**src/rtl/exu_alu_cmt_fifo.sv**
```systemverilog
// Elastic in-order queue between the ALU result stage and commit.
// Discards in-flight entries on flush and freezes once an ebreak commits.
module exu_alu_cmt_fifo #(
  parameter int DEPTH      = 2,
  parameter int PC_SIZE    = 32,
  parameter int INSTR_SIZE = 32,
  parameter int XLEN       = 32
) (
  input  logic                         clk,
  input  logic                         rst,
  input  logic                         flush,
  input  logic                         alu_i_valid,
  output logic                         alu_i_ready,
  input  logic [PC_SIZE-1:0]           alu_i_pc,
  input  logic [INSTR_SIZE-1:0]        alu_i_instr,
  input  logic                         alu_i_pc_vld,
  input  logic [XLEN-1:0]              alu_i_imm,
  input  logic                         alu_i_bjp,
  input  logic                         alu_i_bjp_prdt,
  input  logic                         alu_i_ebreak,
  output logic                         cmt_o_valid,
  input  logic                         cmt_o_ready,
  output logic [PC_SIZE-1:0]           cmt_o_pc,
  output logic [INSTR_SIZE-1:0]        cmt_o_instr,
  output logic                         cmt_o_pc_vld,
  output logic [XLEN-1:0]              cmt_o_imm,
  output logic                         cmt_o_bjp,
  output logic                         cmt_o_bjp_prdt,
  output logic                         cmt_o_ebreak,
  output logic                         halted,
  output logic [$clog2(DEPTH+1)-1:0]   count
);
  localparam int AW = $clog2(DEPTH);
  localparam int CW = $clog2(DEPTH+1);
  localparam int EW = PC_SIZE + INSTR_SIZE + XLEN + 4;
  localparam logic [CW-1:0] FULL_CNT = CW'(DEPTH);

  typedef enum logic {S_RUN, S_HALT} state_t;

  state_t         state;
  logic [AW-1:0]  wr_ptr;
  logic [AW-1:0]  rd_ptr;
  logic [EW-1:0]  mem [DEPTH];
  logic [EW-1:0]  head;
  logic           full;
  logic           empty;
  logic           push;
  logic           pop;

  assign full  = (count == FULL_CNT);
  assign empty = (count == '0);

  // Ready is independent of cmt_o_ready so commit back-pressure never reaches the ALU combinationally.
  assign alu_i_ready = !full && !halted && !flush;
  assign cmt_o_valid = !empty && !halted && !flush;
  assign push        = alu_i_valid && alu_i_ready;
  assign pop         = cmt_o_valid && cmt_o_ready;

  // Payload storage carries no reset; occupancy alone decides what is valid.
  always_ff @(posedge clk) begin
    if (push)
      mem[wr_ptr] <= {alu_i_pc, alu_i_instr, alu_i_pc_vld, alu_i_imm,
                      alu_i_bjp, alu_i_bjp_prdt, alu_i_ebreak};
  end

  assign head = mem[rd_ptr];
  assign {cmt_o_pc, cmt_o_instr, cmt_o_pc_vld, cmt_o_imm,
          cmt_o_bjp, cmt_o_bjp_prdt, cmt_o_ebreak} = head;

  always_ff @(posedge clk or negedge rst) begin
    if (!rst) begin
      state  <= S_RUN;
      halted <= 1'b0;
      wr_ptr <= '0;
      rd_ptr <= '0;
      count  <= '0;
    end else begin
      case (state)
        S_RUN: begin
          if (flush) begin
            wr_ptr <= '0;
            rd_ptr <= '0;
            count  <= '0;
          end else begin
            if (push) wr_ptr <= wr_ptr + 1'b1;
            if (pop)  rd_ptr <= rd_ptr + 1'b1;
            if (push && !pop)      count <= count + 1'b1;
            else if (!push && pop) count <= count - 1'b1;
            if (pop && cmt_o_ebreak) begin
              state  <= S_HALT;
              halted <= 1'b1;
            end
          end
        end
        // Frozen until reset: entries, pointers and count are all held.
        S_HALT: begin
          state  <= S_HALT;
          halted <= 1'b1;
        end
        default: begin
          state  <= S_RUN;
          halted <= 1'b0;
        end
      endcase
    end
  end
endmodule

```
**config.mk**
```make
export PLATFORM = sky130hd
export DESIGN_NAME = exu_alu_cmt_fifo
export DESIGN_NICKNAME = d
export VERILOG_FILES = /design/src/rtl/exu_alu_cmt_fifo.sv
export SDC_FILE = /design/constraint.sdc
export NUM_CORES = 1
export LEC_CHECK = 0
export CORE_ASPECT_RATIO = 0.5
export CORE_UTILIZATION = 35
export CTS_CLUSTER_DIAMETER = 150
export DETAILED_ROUTE_END_ITERATION = 10
export REMOVE_ABC_BUFFERS = 1
export SLEW_MARGIN = 25
export SYNTH_ARGS = -nofsm -noshare
export SYNTH_HDL_FRONTEND = slang
export SYNTH_SLANG_ARGS = --single-unit
```
**constraint.sdc**
```tcl
create_clock -name clk -period 4.1 [get_ports clk]
set_input_delay 0.82 -clock clk [delete_from_list [all_inputs] [get_ports clk]]
set_output_delay 0.82 -clock clk [all_outputs]
set_load 0.005 [all_outputs]
```
==> flow_summary.ini, run 1 <==
[synth]
synth-seq-cells = 206
synth-edff-count = 200
syn_inst = 358
async_flop_share_pct = 2.91
syn_area_mm2 = 0.00759
synth.distinct_cells = 26
synth_flop_cell = edfxtp_1
synth_area_leaders = edfxtp_1 79%, mux2_2 15%, dfrtp_1 2.0%
ys_seq_area_share_pct = 81.1
synth_warnings = 0
syn_area_per_cell_um2 = 21.2
netlist.top_cell.by_area = edfxtp_1
yosysTopAreaCellShare_pct = 79.1

[cells_and_area]
drive_above_1_share_pct = 22.9
nNetsFinal = 687
final_core_util_pct = 51.4
final_area_mm2 = 0.0107
diodes = 0
seqCellArea_mm2 = 0.00616
num-fill-cells = 1723
multi_input_area_mm2 = 0.00137
area_delta_synth_final_pct = 41.3

[hold_path]
hold_class = primary input to async pin

[placed_design]
place_area_mm2 = 0.0101
place_hpwl_um = 10100
place_congestion = 0.734
port_buffers = 209

[grt]
grt_pass1_vias = 4100
grt.busiest_layer = met2
grt_use_total_pct = 13.6
met1_usage_pct = 15.7
met3_usage_pct = 3.75
grt_max_degree = 44
overflow = 0
grt_pass1_wl_um = 23000
grt_use_met2_pct = 24.7
antenna_found_initial = 0

[drt]
post_drt_via_cell_ratio = 4.48
wl_um = 15400
drtAntennaViolNets = 0
drt_iter0_markers = 191
dr.pass1.iters = 6
detail_route.wl_per_cell_um = 17.3
via_count = 3971
drcViolationCount = 0

[clock_tree]
path_clk_slew_ps = 60
post_cts_buffers = 0
hold_buffers = 0
ctsResizeCount = 0
worstSkewPairLatency_ps = 500
tritoncts = yes
cts_buffer_depth = 3
clk_root_buffer_cell = clkbuf_16
clkSinkCount = 206
cts_buffers = 20
htree_levels = 1

[sta]
finalSetupTns_ps = 0
slew_violations = 0
period_share_pct = 83.2
worst_pin_slew_ps = 508
report.final.hold_viol_count = 0
rsz0062_at_grt = no
fin_worst_skew_ps = 15.9
setup_violations = 0
slew_headroom_pct = 66.1
max_freq_mhz = 293
period_minus_slack_ps = 3410

[critical_path]
worstPathArrival_ps = 2590
timing_worst_setup_path_type = register to output pin
path_max_fanout = 34
crit_required_ps = 3280
critPathLaunchType = register
crit_path_end_kind = output pin

[pwr]
peakVddDrop_v = 0.000247
p_per_area_mw_per_mm2 = 391
leakage_nw = 3.47
fin_total_pwr_mw = 4.19

[floorplan]
ios = 210
die_x_um = 210
core_area_mm2 = 0.0209
fp-row-count = 37
start_util_pct = 36.4
dieArea_mm2 = 0.0223
die_h_um = 106

[status]
outcome = completed

[run]
maxCapViolCount = 0
==> registers in the layout, summed over array words and instances (netlist names) <==
register / cells
halted: 1
state: 1
wr_ptr: 1
mem: 200
count: 2
rd_ptr: 1
==> worst max-delay path: stages, from the launching register on <==
cell and delay, ps:
dfrtp_4 710, buf_4 490, mux2_2 390, clkdlybuf4s50_1 470
==> metrics by stage <==
stage / setup WS [ps] / std cells / hold slack, ps
finish: 689 / 886 / 586
global route: 567 / 886 / 572
CTS: 619 / 886 / 570
detailed placement: 925 / 852 / 580
global placement: 943 / 852 / 550
floorplan: 75.3 / 344 / 502
==> path summary, 6_finish.rpt <==
kind	start	end	slack, ps	depth (start not counted)
max	rd_ptr	cmt_o_instr[24]	690	3
min	rst	state	590	1
max reg2reg	count[1]	mem[1][25]	1970	4
min reg2reg	wr_ptr	wr_ptr	590	2
max in group asynchronous	rst	rd_ptr	3250	1
min in group clk	wr_ptr	wr_ptr	590	2
==> area by class of cell <==
cell class                 count  area share (%)
clock inverter                12            1.07
timing repair buffer         216            20.6
sequential                   206            57.4
multi-input combinational    137            12.7
tap                          292            3.41
inverter                       1          0.0350
clock buffer                  22            4.74
==> placed cells by master (no fill, tap or decap), types with 2 or more instances in the layout <==
master           Yosys  final
nor2b_1              4      4
dfrtp_1              6      5
clkdlybuf4s50_1      0    209
clkinv_1             0      7
nand2b_1             3      3
buf_12               0      5
clkbuf_1             3      2
bufinv_16            0      2
or3_1                2      2
edfxtp_1           200    200
mux2_2             101    101
buf_4                0      2
nand2_1              5      5
nor2_1               4      4
o311ai_0             2      2
clkbuf_16            0     20
nor3_1               3      3
o21ai_0              2      2
==> routing by layer <==
layer | vias to the layer above | part of all wire (%)
li1 | 1873 | -
met2 | 71 | 54
met3 | 23 | 4.2
met1 | 2004 | 40
met5 | - | 0
met4 | 0 | 1.8
==> Yosys cell counts (2+ instances only) <==
cell        n
buf_2      10
clkbuf_1    3
dfrtp_1     6
edfxtp_1  200
mux2_2    101
nand2_1     5
nand2b_1    3
nor2_1      4
nor2b_1     4
nor3_1      3
o21ai_0     2
o311ai_0    2
or3_1       2
==> cell families (layout without fill, tap and decap cells) <==
| kind of cell | count (synthesis) | in the layout | synth area share (%) |
|---|---|---|---|
| compound gates | 8 | 8 | 0.791 |
| buf+inv | 15 | 251 | 1.01 |
| mux | 101 | 101 | 15.0 |
| flops | 206 | 206 | 81.1 |
| simple gates | 27 | 27 | 1.99 |
| xor+xnor | 1 | 1 | 0.115 |
==> report_power, final <==
part | internal (mW) | switching [mW]
registers | 2.31 | 0.000000000000000610
logic | 0.0886 | 0.0306
clock network | 1.02 | 0.750
Note: power is estimated with default switching activity, not from simulation.
==> run 2: changes to the inputs <==
==> constraint.sdc (replaced) <==
create_clock -name clk -period 2.96 [get_ports clk]
set_input_delay 0.592 -clock clk [delete_from_list [all_inputs] [get_ports clk]]
set_output_delay 0.592 -clock clk [all_outputs]
set_load 0.005 [all_outputs]
==> flow_summary.ini, run 2 (same netlist as run 1, synthesis figures left out) <==
[floorplan]
core_area_mm2 = 0.0209
start_util_pct = 36.4
dieArea_mm2 = 0.0223
fp-row-count = 37
ios = 210
die_x_um = 210
die_h_um = 106

[clock_tree]
hold_buffers = 0
ctsResizeCount = 0
cts_buffers = 20
htree_levels = 1
cts_buffer_depth = 3
worstSkewPairLatency_ps = 490
clkSinkCount = 206
tritoncts = yes
path_clk_slew_ps = 60
clk_root_buffer_cell = clkbuf_16
post_cts_buffers = 0

[cells_and_area]
area_delta_synth_final_pct = 42.5
drive_above_1_share_pct = 23.9
top_register = mem
largestRegisters = mem: 200 flops, count: 2 flops
final_common_cell = clkdlybuf4s50_1
nNetsFinal = 689
final_cell_mix = 209 x clkdlybuf4s50_1, 200 x edfxtp_1, 101 x mux2_2
fin_cells = 890
diodes = 0
largest_reg_flops = 200

[drt]
drcViolationCount = 0
via_count = 3947
drt_iter0_markers = 213
dr.pass1.iters = 4
post_drt_via_cell_ratio = 4.43
drtAntennaViolNets = 0
wl_um = 15600
detail_route.wl_per_cell_um = 17.5

[critical_path]
critPathLaunchType = register
worst_r2r_path_depth = 4
r2r_end = mem[0][9]
ff2ff_setup_slack_ps = 850
rr_startpoint = count[1]
timing_worst_setup_path_type = register to output pin
path_max_fanout = 47
crit_required_ps = 2370
crit_path_start = rd_ptr
worstPathArrival_ps = 2260
crit_path_end_kind = output pin

[pwr]
power_switching_mw = 1.10
combPwrFrac_pct = 2.8
peakVddDrop_v = 0.000312
p_per_area_mw_per_mm2 = 555
p_int_mw = 4.91
switching_share_pct = 18.3
leakage_nw = 3.52
clkPwrFrac_pct = 44.0
seqPwrFrac_pct = 53.2

[sta]
fin_hold_ws_ps = 346
setup_violations = 0
period_share_pct = 96.4
max_freq_mhz = 350
worst_pin_slew_ps = 392
period_minus_slack_ps = 2850
slew_violations = 0
report.final.hold_viol_count = 0
rsz0062_at_grt = no
slew_headroom_pct = 73.7
fin_worst_skew_ps = 5.65

[placed_design]
place_congestion = 0.734
dp.cells = 854
port_buffers = 209
place_hpwl_um = 10200

[grt]
grt_pass1_vias = 4025
overflow = 0
grt_max_degree = 48
antenna_found_initial = 0
grt_use_total_pct = 13.7
grt_pass1_wl_um = 23200

[status]
outcome = completed

[run]
maxCapViolCount = 0

[hold_path]
hold_class = primary input to async pin
## run 2: cell count changes in the layout (fill, tap and decap cells not counted)
cell,previous run,this run
clkinv_1,7,2
clkinv_2,1,4
clkbuf_1,2,4
buf_16,0,1
buf_4,2,3
bufinv_16,2,3
clkbuf_16,20,21
clkbuf_8,0,1
clkinv_8,1,0
clkinvlp_4,1,0
inv_6,0,1
## run 2: area by class of cell
cell class | instances | area (µm²)
repair buffers | 218 | 2240
well taps | 292 | 365
fillers | 1701 | 10100
flip-flops and latches | 206 | 6160
clock inverters | 10 | 126
inverters | 1 | 3.75
multi-input cells | 137 | 1370
clock buffers | 26 | 554
## run 2: critical path, cell delays in order, from the launching register on
cell and delay, ps:
dfrtp_4 580, buf_16 290, mux2_2 370, clkdlybuf4s50_1 480
## run 2: through the flow
| stage | cell area [µm²] | power (mW) | TNS (ps) | utilization (%) | setup WS (ps) |
|---|---|---|---|---|---|
| after global placement | 10100 | 3.42 | 0 | 48.5 | 395 |
| after CTS | 10800 | 6.09 | 0 | 51.8 | 38.5 |
| after global routing | 10800 | 6.20 | 0 | 51.8 | 6.89 |
| after floorplan | 7520 | 3.26 | -209130 | - | -837 |
| after detailed placement | 10100 | 3.42 | 0 | 48.5 | 382 |
| final | 10800 | 6.00 | 0 | 51.8 | 106 |
## run 2: worst max path at each step
stage                    to  slack, ps  depth (start not counted)
2_1_floorplan     mem[0][0]       -840                          2
3_3_place_gp    alu_i_ready        390                          3
3_5_place_dp    alu_i_ready        380                          3
4_1_cts        cmt_o_pc[29]         40                          3
5_1_grt        cmt_o_pc[29]          7                          3
6_report       cmt_o_pc[29]        110                          3
## run 2: metal layers
metal | wire [µm] | track usage [%] | part of all wire (%)
met5 | 0 | 0 | 0
met4 | 257 | 3.65 | 1.6
met3 | 718 | 3.66 | 4.6
met2 | 8430 | 24.7 | 54
met1 | 6180 | 16.3 | 40
## run 2: power groups by stage
stage	clock network (mW)	logic (mW)	registers, mW
after floorplan	0	0.00349	3.26
after global placement	0	0.160	3.26
after detailed placement	0	0.166	3.26
after CTS	2.73	0.167	3.19
after global routing	2.83	0.177	3.19
final	2.64	0.167	3.19
